## src/rtl/avs_csr_pkg.sv

```systemverilog
// Shared definitions for the Avalon-MM CSR block: register word offsets,
// CTRL / IRQ bit positions, the unmapped-read pattern and the default ID.
package avs_csr_pkg;

    // Word offsets decoded from address bits [2:0]
    localparam logic [2:0] ADDR_ID         = 3'd0;
    localparam logic [2:0] ADDR_SCRATCH    = 3'd1;
    localparam logic [2:0] ADDR_CTRL       = 3'd2;
    localparam logic [2:0] ADDR_IRQ_STATUS = 3'd3;
    localparam logic [2:0] ADDR_IRQ_SET    = 3'd4;
    localparam logic [2:0] ADDR_TMR_LOAD   = 3'd5;
    localparam logic [2:0] ADDR_TMR_COUNT  = 3'd6;
    localparam logic [2:0] ADDR_UNMAPPED   = 3'd7;

    // CTRL bit positions
    localparam int CTRL_IRQ_EN_BIT = 0;
    localparam int CTRL_TMR_EN_BIT = 1;

    // IRQ_STATUS / IRQ_SET bit positions
    localparam int IRQ_TMR_BIT = 0;
    localparam int IRQ_SW_BIT  = 1;

    localparam logic [31:0] UNMAPPED_DATA    = 32'hDEAD_BEEF;
    localparam logic [31:0] ID_VALUE_DEFAULT = 32'hA5C5_0001;

    // A word address hits a register only when the upper bits are clear
    // and the low offset is not the hole at 7.
    function automatic logic addr_is_mapped(input logic [31:0] addr);
        return (addr[31:3] == 29'd0) && (addr[2:0] != ADDR_UNMAPPED);
    endfunction

endpackage

```

## src/rtl/avs_csr_timer.sv

```systemverilog
// Down-counting interval timer. Counts down while enabled; when the count
// sits at zero it pulses o_expire and reloads. A load strobe overrides the
// count immediately. Only instantiated when AVS_CSR_TIMER_EN is defined.
module avs_csr_timer (
    input  logic        clk,
    input  logic        rst_n,
    input  logic        i_en,
    input  logic        i_load,
    input  logic [31:0] i_load_val,
    output logic [31:0] o_count,
    output logic        o_expire
);

    logic [31:0] r_count;

    // Expiry is the enabled cycle in which the count is already zero,
    // so a reload value of 0 expires on every enabled cycle.
    assign o_expire = i_en & (r_count == 32'd0);
    assign o_count  = r_count;

    // Count register: load strobe or expiry reloads, otherwise decrement while enabled
    always_ff @(posedge clk or negedge rst_n) begin
        if (!rst_n) begin
            r_count <= 32'd0;
        end else if (i_load || o_expire) begin
            r_count <= i_load_val;
        end else if (i_en) begin
            r_count <= r_count - 32'd1;
        end
    end

endmodule

```

## src/rtl/avs_csr_regs.sv

```systemverilog
// Avalon-MM CSR slave: ID, scratch, control, W1C interrupt status with
// software set, optional interval timer, and a READ_LATENCY-deep read
// return pipeline. Define AVS_CSR_TIMER_EN to build the timer; without it
// TMR_LOAD / TMR_COUNT read 0, CTRL.TMR_EN reads 0 and IRQ_STATUS.TMR
// never sets.
module avs_csr_regs
    import avs_csr_pkg::*;
#(
    parameter int          READ_LATENCY = 1,   // legal range 1..4
    parameter logic [31:0] ID_VALUE     = ID_VALUE_DEFAULT
) (
    input  logic        clk,
    input  logic        rst_n,
    input  logic [31:0] avs_csr_address,
    input  logic        avs_csr_write,
    input  logic [31:0] avs_csr_writedata,
    input  logic        avs_csr_read,
    output logic [31:0] avs_csr_readdata,
    output logic        avs_csr_readdatavalid,
    output logic        irq
);

    logic        w_mapped;
    logic [2:0]  w_offset;
    logic        w_wr_en;
    logic        w_wr_scratch;
    logic        w_wr_ctrl;
    logic        w_wr_irq_status;
    logic        w_wr_irq_set;
    logic [31:0] w_rdata;
    logic [1:0]  w_status_set;
    logic [1:0]  w_status_clr;
    logic [31:0] w_tmr_count;
    logic [31:0] w_tmr_load_rd;
    logic        w_tmr_expire;

    logic [31:0] r_scratch;
    logic [1:0]  r_ctrl;
    logic [1:0]  r_irq_status;
    logic        r_irq;
    logic [31:0] r_pipe_data [READ_LATENCY];
    logic [READ_LATENCY-1:0] r_pipe_valid;

    assign w_mapped        = addr_is_mapped(avs_csr_address);
    assign w_offset        = avs_csr_address[2:0];
    assign w_wr_en         = avs_csr_write & w_mapped;
    assign w_wr_scratch    = w_wr_en && (w_offset == ADDR_SCRATCH);
    assign w_wr_ctrl       = w_wr_en && (w_offset == ADDR_CTRL);
    assign w_wr_irq_status = w_wr_en && (w_offset == ADDR_IRQ_STATUS);
    assign w_wr_irq_set    = w_wr_en && (w_offset == ADDR_IRQ_SET);

`ifdef AVS_CSR_TIMER_EN
    localparam logic [1:0] CTRL_WMASK       = 2'b11;
    localparam logic [1:0] STATUS_SET_MASK  = 2'b11;

    logic        w_wr_tmr_load;
    logic [31:0] w_tmr_load_val;
    logic [31:0] r_tmr_load;

    assign w_wr_tmr_load = w_wr_en && (w_offset == ADDR_TMR_LOAD);
    // A TMR_LOAD write must reach the counter in the same edge as the register
    assign w_tmr_load_val = w_wr_tmr_load ? avs_csr_writedata : r_tmr_load;
    assign w_tmr_load_rd  = r_tmr_load;

    // TMR_LOAD reload-value register
    always_ff @(posedge clk or negedge rst_n) begin
        if (!rst_n) begin
            r_tmr_load <= 32'd0;
        end else if (w_wr_tmr_load) begin
            r_tmr_load <= avs_csr_writedata;
        end
    end

    avs_csr_timer u_timer (
        .clk        (clk),
        .rst_n      (rst_n),
        .i_en       (r_ctrl[CTRL_TMR_EN_BIT]),
        .i_load     (w_wr_tmr_load),
        .i_load_val (w_tmr_load_val),
        .o_count    (w_tmr_count),
        .o_expire   (w_tmr_expire)
    );
`else
    // Without the timer, TMR_EN is not storable and the TMR status bit is dead
    localparam logic [1:0] CTRL_WMASK       = 2'b01;
    localparam logic [1:0] STATUS_SET_MASK  = 2'b10;

    assign w_tmr_count   = 32'd0;
    assign w_tmr_load_rd = 32'd0;
    assign w_tmr_expire  = 1'b0;
`endif

    // Status set/clear sources; set is OR-ed in after clear so set wins
    always_comb begin
        w_status_set = 2'b00;
        if (w_wr_irq_set) begin
            w_status_set = avs_csr_writedata[1:0];
        end
        w_status_set[IRQ_TMR_BIT] = w_status_set[IRQ_TMR_BIT] | w_tmr_expire;
        w_status_set = w_status_set & STATUS_SET_MASK;
        w_status_clr = w_wr_irq_status ? avs_csr_writedata[1:0] : 2'b00;
    end

    // Host-writable registers and the registered interrupt output
    always_ff @(posedge clk or negedge rst_n) begin
        if (!rst_n) begin
            r_scratch    <= 32'd0;
            r_ctrl       <= 2'b00;
            r_irq_status <= 2'b00;
            r_irq        <= 1'b0;
        end else begin
            if (w_wr_scratch) begin
                r_scratch <= avs_csr_writedata;
            end
            if (w_wr_ctrl) begin
                r_ctrl <= avs_csr_writedata[1:0] & CTRL_WMASK;
            end
            r_irq_status <= (r_irq_status & ~w_status_clr) | w_status_set;
            r_irq        <= r_ctrl[CTRL_IRQ_EN_BIT] & (|r_irq_status);
        end
    end

    // Read mux over current (pre-write) register contents
    always_comb begin
        w_rdata = 32'd0;
        if (!w_mapped) begin
            w_rdata = UNMAPPED_DATA;
        end else begin
            case (w_offset)
                ADDR_ID:         w_rdata = ID_VALUE;
                ADDR_SCRATCH:    w_rdata = r_scratch;
                ADDR_CTRL:       w_rdata = {30'd0, r_ctrl};
                ADDR_IRQ_STATUS: w_rdata = {30'd0, r_irq_status};
                ADDR_TMR_LOAD:   w_rdata = w_tmr_load_rd;
                ADDR_TMR_COUNT:  w_rdata = w_tmr_count;
                default:         w_rdata = 32'd0;
            endcase
        end
    end

    // Read return pipeline; data is zeroed in bubbles so idle readdata is 0
    always_ff @(posedge clk or negedge rst_n) begin
        if (!rst_n) begin
            r_pipe_valid <= '0;
            for (int i = 0; i < READ_LATENCY; i++) begin
                r_pipe_data[i] <= 32'd0;
            end
        end else begin
            r_pipe_valid[0] <= avs_csr_read;
            r_pipe_data[0]  <= avs_csr_read ? w_rdata : 32'd0;
            for (int i = 1; i < READ_LATENCY; i++) begin
                r_pipe_valid[i] <= r_pipe_valid[i-1];
                r_pipe_data[i]  <= r_pipe_data[i-1];
            end
        end
    end

    assign avs_csr_readdata      = r_pipe_data[READ_LATENCY-1];
    assign avs_csr_readdatavalid = r_pipe_valid[READ_LATENCY-1];
    assign irq                   = r_irq;

endmodule

```

## config.mk

```make
export PLATFORM = sky130hd
export DESIGN_NAME = avs_csr_regs
export DESIGN_NICKNAME = d
export VERILOG_FILES = /design/src/rtl/avs_csr_pkg.sv /design/src/rtl/avs_csr_timer.sv /design/src/rtl/avs_csr_regs.sv
export SDC_FILE = /design/constraint.sdc
export NUM_CORES = 1
export LEC_CHECK = 0
export ABC_CLOCK_PERIOD_IN_PS = 1300
export CORE_AREA = 2 2 91 93
export CTS_CLUSTER_SIZE = 25
export DETAILED_ROUTE_END_ITERATION = 8
export DIE_AREA = 0 0 93 95
export SYNTH_ARGS = -nofsm -noshare
export SYNTH_HDL_FRONTEND = slang
export SYNTH_SLANG_ARGS = --single-unit
```

## constraint.sdc

```tcl
create_clock -name clk -period 1.3 [get_ports clk]
set_clock_uncertainty 0.2 [all_clocks]
set_input_delay 0.13 -clock clk [delete_from_list [all_inputs] [get_ports clk]]
set_output_delay 0.13 -clock clk [all_outputs]
set_load 0.1 [all_outputs]
```

# ---- Word-level counts from Yosys, hierarchy flattened
# Index checks and enable logic that the tools add are counted.
# W data, S select, Z words.
dict set report op_classes {
  eq_ne 5
  n_mux 5
  bitwise_logic 5
  reduce_logical 8
}
# cell count
set ops {}
lappend ops {{$pmux W32 S4} 1}
lappend ops {{$mux W32} 2}
lappend ops {{$logic_not A29 Y1} 1}
lappend ops {{$eq A3 B2 Y1 const B} 2}
lappend ops {{$logic_and A1 B1 Y1} 5}
lappend ops {{$mux W2} 2}
lappend ops {{$eq A3 B1 Y1 const B} 1}
lappend ops {{$eq A3 B3 Y1 const B} 1}
lappend ops {{$logic_not A3 Y1} 1}
lappend ops {{$ne A3 B3 Y1 const B} 1}
lappend ops {{$and A1 B1 Y1} 2}
lappend ops {{$and A2 B2 Y2} 1}
lappend ops {{$not A2 Y2} 1}
lappend ops {{$or A2 B2 Y2} 1}
lappend ops {{$reduce_or A2 Y1} 1}
dict set report totals {
  ff_bits 69
  output_inout_bits 34
  elab_cells 29
}

# ---- Depth between registers and ports, before layout
# Gate-level depths: netlist of run 1.
dict set report depth {
  word_depth 8
  mapped_depth 6
  mapped_depth_nobuf 4
}

# ---- Worst setup path before layout of run 1
# OpenSTA, ideal clock, no wires.
dict set report synth_timing {
  path_kind {input port to flip-flop}
  start {input port avs_csr_address[23]}
  end {register r_scratch[10]}
  setup_time_ns 0.125
  arrival_ns 1.617
  required_time_ns 0.975
  slack_ns -0.642
  path_stages 5
  n_path_buf 1
  cell_sequence {nor4_1 > nand4_1 > nor4_4 > buf_6 > mux2_2}
}
dict set report synth_between {
  elab_chain_cells 4
}
# item line_no
set synth_rtl {}
lappend synth_rtl {{start, declared} avs_csr_regs.sv:14} ;# input logic [31:0] avs_csr_address,
lappend synth_rtl {{$logic_not A29 Y1} avs_csr_pkg.sv:29} ;# return (addr[31:3] == 29'd0) && (addr[2:0] != ADDR_UNMAPPED);
lappend synth_rtl {{$logic_and A1 B1 Y1} avs_csr_pkg.sv:29}
lappend synth_rtl {{$and A1 B1 Y1} avs_csr_regs.sv:46} ;# assign w_wr_en = avs_csr_write & w_mapped;
lappend synth_rtl {{$logic_and A1 B1 Y1} avs_csr_regs.sv:47} ;# assign w_wr_scratch = w_wr_en && (w_offset == ADDR_SCRATCH);
lappend synth_rtl {{end signal, assigned} avs_csr_regs.sv:113} ;# r_scratch <= avs_csr_writedata;
lappend synth_rtl {{end, declared} avs_csr_regs.sv:37} ;# logic [31:0] r_scratch;
# No other way between the ends.
# A chain may end at the register's enable or synchronous reset.

# ---- Final worst setup path of run 1
dict set report layout_timing {
  start {input port avs_csr_address[23]}
  end {register r_scratch[29]}
}
# The elaborated chain is that of the path after synthesis.

==> results of run 1 <==
-- timing repair --
action | CTS | global route
endpoints found under the setup margin | 67 | 71
hold buffers | 3 | 0
hold endpoints to repair | 69 | 0
pin swaps | 14 | 8
gates cloned | 4 | 0
buffers inserted | 9 | 2
resized for setup | 178 | 19
-- through the flow --
step | hold slack (ns) | setup WS [ns] | cell area (um2) | utilization [%]
2_1_floorplan | -0.3656 | -0.5579 | 2751 | -
3_3_place_gp | -0.1689 | -0.9884 | 4404 | 55.56
3_5_place_dp | -0.1686 | -1.036 | 4404 | 55.56
4_1_cts | -0.01762 | -0.4178 | 5031 | 63.46
5_1_grt | 0.009329 | -0.4856 | 5035 | 63.51
6_report | 0.002502 | -0.4441 | 5035 | 63.51
-- layout make-up --
| cell class | count | share of cell area [%] |
|---|---|---|
| clock buffer | 11 | 2.808 |
| tap | 105 | 2.609 |
| inverter | 1 | 0.07455 |
| clock inverter | 5 | 1.193 |
| timing repair buffer | 138 | 34.82 |
| sequential | 69 | 34.29 |
| multi-input combinational | 125 | 24.20 |
-- metal layers --
layer	track usage [%]	up-vias
met5	0	-
met4	4.412	0
met3	4.789	4
met2	30.13	60
met1	22.25	1009
li1	-	984
-- cell usage in the layout, fill, tap and decap left out, drive strengths merged, types with 3 or more instances in the layout --
| master | synthesis | layout |
|---|---|---|
| nor4 | 8 | 8 |
| clkdlybuf4s15 | 0 | 5 |
| nand2 | 38 | 38 |
| clkinv | 0 | 3 |
| nand2b | 3 | 3 |
| nor3 | 3 | 3 |
| clkdlybuf4s50 | 0 | 33 |
| dfrtp | 69 | 69 |
| mux2 | 34 | 34 |
| nor2b | 6 | 6 |
| buf | 4 | 88 |
| o21ai | 5 | 5 |
| dlygate4sd2 | 0 | 9 |
| clkbuf | 6 | 11 |
| and3 | 9 | 9 |
-- cells by family after synthesis --
logic type	count (synthesis)	synth area share [%]
AOI/OAI and AO/OA	13	3.366
and+or+nand+nor	77	15.01
buffers and inverters	11	2.431
DFF	69	64.52
muxes	35	14.68
-- sequential cells by signal, indices dropped and copies added, names as in the netlist --
name / count
r_ctrl: 1
r_scratch: 32
avs_csr_readdatavalid: 1
avs_csr_readdata: 32
r_irq_status: 2
irq: 1
-- power groups by stage --
stage               combinational, uW  clock [uW]  sequential [uW]
finish                            918        1760             2220
global route                      964        1920             2230
CTS                               917        1820             2220
detailed placement                895           0             2260
global placement                  887           0             2260
floorplan                        68.3           0             2550
-- worst reg2reg max path, cell delays in order, from the launching register on --
cell	delay (ns)
dfrtp_1	0.39
mux2i_1	0.10
a211o_1	0.31
a21boi_2	0.13
-- worst paths after layout --
| path | to | slack, ns | depth (start not counted) |
|---|---|---|---|
| worst max register to register | avs_csr_readdata[0] | 0.11 | 3 |
| worst max-delay path | r_scratch[29] | -0.44 | 8 |
| worst min register to register | avs_csr_readdata[11] | 0.29 | 2 |
| min in group clk | r_scratch[12] | 0.21 | 2 |
| max in group asynchronous | r_scratch[18] | 0.05 | 3 |
| worst min-delay path | r_scratch[22] | 0.003 | 2 |
==> flow_summary.yaml, run 1 <==
pwr:
  seq_power_share_pct: 45.3
  p_clk_share_pct: 36.0
  ir_drop_mv: 0.7220
  power_uw: 4905
  p_sw_share_pct: 27.90
  p_sw_uw: 1369
  p_int_uw: 3537
  p_comb_share_pct: 18.7
  power.leakage_uw: 0.002315
  power.density_nw_per_um2: 974.3
cells_and_area:
  finalNonFillerCells: 454
  final_nets: 412
  drive_above_1_share_pct: 50.72
  regArea_um2: 1727
  fillers: 599
  antenna_cells: 0
  multiInputGateArea_um2: 1219
  synthToLayoutAreaGrowth_pct: 88.13
floorplan:
  core-area_um2: 7928
  die_h_um: 95
  dieArea_um2: 8835
  start_util_pct: 33.76
  fp-row-count: 33
  die_w_um: 93
  ios: 102
route:
  wl_met1_um: 3076
  wl_met3_um: 405
  via_count: 2057
  met2_length_um: 3788
  drc: 0
  wl_um: 7311
  drtIter0Drc: 60
  vias_per_cell: 4.531
  postRouteAntennaNets: 0
  dr.pass1.iters: 4
  avgRoutedWirePerCell_um: 16.10
  topRoutingLayerUsed: "met4"
clock_tree:
  htree_num_levels: 3
  cts.sinks: 69
  cts_root_buffer: "clkbuf_8"
  clk_pin_slew_ns: 0.07
  worst_skew_pair.late_latency_ns: 0.33
  numCtsBuffers: 9
  cts_tree: "done"
  max-clock-path-buffers: 2
synth:
  synthFlopType: "dfrtp_1"
  yosysSeqAreaShare_pct: 64.52
  synth.most_common_cell: "dfrtp_1"
  yosysWarnings: 0
  synth_area_um2: 2676
  syn_inst: 205
  synthTopCellsByCount: "dfrtp_1 (69), nand2_1 (38), mux2_2 (32)"
  synth_edf_count: 0
  synth_seq_cells: 69
  syn_nets: 273
  synth_area_leaders: "dfrtp_1 (65%), mux2_2 (13%), nand2_1 (5.3%)"
  ys_async_sr_fraction_pct: 100.0
  syn_avg_cell_area_um2: 13.06
  synth_cell_types: 29
  synth_top_cell_area_share_pct: 64.52
  synth_top_area_cell: "dfrtp_1"
global_route:
  overflow: 0
  grt_max_degree: 27
  grt_pass1_vias: 2270
  gr-usage-all-layers_pct: 17.60
  antenna_found_initial: 0
  grt_pass1_wl_um: 11600
worst_setup_path:
  worstSetupEndpointType: "flip-flop"
  worst_path_max_delay_cell: "nor4_4"
  worstSetupStartpointType: "input pin"
  path_cells: "buf_6 > nor4_4 > nand4_1 > nor4_4 > buf_6 > buf_12 > buf_16 > mux2_4"
  max_stage_delay_ns: 0.33
  r2r-start: "r_ctrl[0]"
  critPathTopFamily: "simple AND/OR/NAND/NOR gates"
  required_ns: 1.32
  crit_fanout: 6
  worst_ep_arrival_time_ns: 1.76
  path_class: "input pin to flip-flop"
  crit_start: "avs_csr_address[23]"
  crit_buf_inv: 4
sta:
  timing.final.ws_setup_ns: -0.4441
  setup_viol_count_final: 67
  hold_viol: 0
  slew_viol_final: 0
  finalSetupTns_ns: -23.61
  rsz0062_at_grt: "yes"
  slew_headroom_pct: 79.03
  min_period_over_period_pct: 134.2
  tightest_slew_ns: 0.3145
  period_minus_slack_ns: 1.744
  timing.fmax_mhz: 573.4
placed_design:
  post-dp-hpwl_um: 4777
  io_buffers: 101
  gp_congestion: 0.7747
  dp_cells: 424
job:
  cap_violations: 0
status:
  failed_checks: "setup timing"
  status: "finished with violations"
hold_path:
  hp-class: "input pin to async pin"
(Power assumes the default switching activity.)
==> inputs of run 2 (changes only) <==
--- a/config.mk
+++ b/config.mk
@@ -5,11 +5,14 @@
 export SDC_FILE = /design/constraint.sdc
 export NUM_CORES = 1
 export LEC_CHECK = 0
-export ABC_CLOCK_PERIOD_IN_PS = 1300
-export CORE_AREA = 2 2 91 93
+export ABC_AREA = 1
+export ABC_CLOCK_PERIOD_IN_PS = 1600
+export CORE_AREA = 2 2 94 96
 export CTS_CLUSTER_SIZE = 25
 export DETAILED_ROUTE_END_ITERATION = 8
-export DIE_AREA = 0 0 93 95
+export DIE_AREA = 0 0 96 98
+export PLACE_DENSITY = 0.67
+export SKIP_CTS_REPAIR_TIMING = 1
 export SYNTH_ARGS = -nofsm -noshare
 export SYNTH_HDL_FRONTEND = slang
 export SYNTH_SLANG_ARGS = --single-unit
==> constraint.sdc (replaced) <==
create_clock -name clk -period 1.6 [get_ports clk]
set_clock_uncertainty 0.2 [all_clocks]
set_input_delay 0.16 -clock clk [delete_from_list [all_inputs] [get_ports clk]]
set_output_delay 0.16 -clock clk [all_outputs]
set_load 0.1 [all_outputs]
==> run 2 against run 1 <==
  * The run now ends clean
  * Register-to-register slack gained 0.41 ns
  * Die area grew 6.5%
  * Synthesized area grew 8.3%
  * Final area shrank 0.27%
  * Via count grew 22%
  * Largest power group unchanged
  * Utilization shrank 4.2 points
  * Critical endpoint is now r_scratch[6]
  * Synthesized cell count grew 44%
  * Non-clock buffer count is the same
  * Critical path depth grew 1
==> flow_summary.yaml, run 2 <==
route:
  via_count: 2506
  drc: 0
  dr.pass1.iters: 4
  vias_per_cell: 4.598
  wl_um: 7829
  postRouteAntennaNets: 0
  avgRoutedWirePerCell_um: 14.37
  drtIter0Drc: 166
worst_setup_path:
  worstSetupStartpointType: "input pin"
  crit_start: "avs_csr_address[3]"
  max_stage_delay_ns: 0.43
  r2r_cells: 2
  worstSetupEndpointType: "flip-flop"
  required_ns: 1.64
  crit_fanout: 8
  worst_path_max_delay_cell: "clkdlybuf4s50_1"
  r2r-start: "r_ctrl[0]"
  worst_ep_arrival_time_ns: 1.64
  ff2ff_setup_slack_ns: 0.52
  rr_endpoint: "avs_csr_readdata[0]"
  path_cells: "clkdlybuf4s50_1 > nor3_2 > nand4_1 > nor2_4 > nand3_4 > buf_4 > clkbuf_16 > nand2_1 > o21ai_2"
  path_class: "input pin to flip-flop"
  crit_end: "r_scratch[6]"
synth:
  syn_nets: 364
  synthFlopType: "dfrtp_1"
  syn_inst: 296
  synth_area_um2: 2898
  synth_edf_count: 0
  yosysSeqAreaShare_pct: 59.59
  synth_top_cell_area_share_pct: 59.59
  synth.most_common_cell: "dfrtp_1"
  yosysWarnings: 0
  synth_cell_types: 21
  synth_seq_cells: 69
  synthTopCellsByCount: "dfrtp_1 (69), nand2_1 (67), inv_1 (37)"
  synth_area_leaders: "dfrtp_1 (60%), o21ai_2 (9.7%), nand2_1 (8.7%)"
  syn_avg_cell_area_um2: 9.790
  ys_async_sr_fraction_pct: 100.0
  synth_top_area_cell: "dfrtp_1"
clock_tree:
  cts.sinks: 69
  max-clock-path-buffers: 2
  clk_pin_slew_ns: 0.08
  htree_num_levels: 3
  cts_tree: "done"
  numCtsBuffers: 9
  worst_skew_pair.late_latency_ns: 0.35
  cts_root_buffer: "clkbuf_8"
sta:
  finalSetupTns_ns: 0
  slew_viol_final: 0
  min_period_over_period_pct: 99.80
  setup_viol_count_final: 0
  tightest_slew_ns: 0.2744
  slew_headroom_pct: 81.56
  hold_viol: 0
  period_minus_slack_ns: 1.597
  timing.fmax_mhz: 626.3
global_route:
  grt_pass1_vias: 2366
  gr-usage-all-layers_pct: 15.42
  overflow: 0
  antenna_found_initial: 0
  grt_max_degree: 36
  grt_pass1_wl_um: 11170
floorplan:
  ios: 102
  die_w_um: 96
  core-area_um2: 8466
  fp-row-count: 34
  die_h_um: 98
  dieArea_um2: 9408
  start_util_pct: 34.23
cells_and_area:
  fillers: 708
  fin_util_pct: 59.31
  final_nets: 500
  synthToLayoutAreaGrowth_pct: 73.27
  final_cell_mix: "dfrtp_1 (69), nand2_1 (64), clkdlybuf4s50_1 (42)"
  regArea_um2: 1727
  antenna_cells: 0
  multiInputGateArea_um2: 972.2
  layout.cells.most_common: "dfrtp_1"
  drive_above_1_share_pct: 30.66
placed_design:
  io_buffers: 101
  post-dp-hpwl_um: 4996
  gp_congestion: 0.8892
pwr:
  p_sw_uw: 1136
  p_int_uw: 2659
  power.density_nw_per_um2: 756.0
  power.leakage_uw: 0.002498
  p_sw_share_pct: 29.94
  p_clk_share_pct: 33.3
  seq_power_share_pct: 47.5
  ir_drop_mv: 0.4162
  p_comb_share_pct: 19.2
job:
  cap_violations: 0
status:
  status: "finished, final reports clean"
hold_path:
  hp-class: "input pin to async pin"
-- run 2: how the worst min path moves through the flow --
| stage | startpoint | end |
|---|---|---|
| 2_1_floorplan | rst_n | avs_csr_readdata[0] |
| 3_3_place_gp | rst_n | irq |
| 3_5_place_dp | rst_n | irq |
| 4_1_cts | rst_n | avs_csr_readdata[22] |
| 5_1_grt | rst_n | avs_csr_readdata[24] |
| 6_report | rst_n | avs_csr_readdata[22] |
-- run 2: power by group through the flow --
stage / Clock, uW / Sequential, uW / Combinational [uW]
after global routing: 1370 / 1810 / 769
after detailed placement: 0 / 1840 / 733
final: 1260 / 1800 / 728
after floorplan: 0 / 2070 / 80.5
after global placement: 0 / 1840 / 728
after CTS: 1280 / 1800 / 735
-- run 2: cell type report --
class                           count  share of cell area (%)
Clock buffer                        9                   2.467
Clock inverter                      7                  0.9718
Inverter                           38                   2.841
Multi-Input combinational cell    176                   19.36
Sequential cell                    69                   34.39
Tap cell                          108                   2.691
Timing Repair Buffer              138                   37.28
-- run 2: cell families (layout without fill, tap and decap cells) --
logic type	count (synthesis)	count (layout)	share of synthesized area, %
AOI/OAI and AO/OA	63	63	15.41
buffers and inverters	51	192	8.376
DFF	69	69	59.59
and+or+nand+nor	113	113	16.62
-- run 2: worst max-delay path: cells and delay by family --
| kind | cells | cell delay, ns |
|---|---|---|
| AOI/OAI and AO/OA | 1 | 0.06 |
| and+or+nand+nor | 5 | 0.63 |
| buffers and inverters | 3 | 0.77 |
-- run 2: per-layer routing --
layer	vias to the layer above	global-route usage, %	routed length, um
met5	-	0	0
met4	0	6.593	172
met3	15	3.858	395
met2	83	23.72	4011
met1	1198	20.59	3249
li1	1210	-	-
-- run 2: through the flow --
stage / setup WS (ns) / hold slack (ns) / instances / power, uW / instance area, um2
finish: 0.003269 / 0.03894 / 545 / 3796 / 5021
global route: -0.04057 / 0.06958 / 545 / 3943 / 5021
CTS: -0.05219 / -0.5113 / 532 / 3820 / 4697
detailed placement: -0.3768 / -0.1394 / 516 / 2571 / 4524
global placement: -0.3660 / -0.1398 / 516 / 2567 / 4524
floorplan: 0.09659 / -0.3356 / 296 / 2149 / 2898
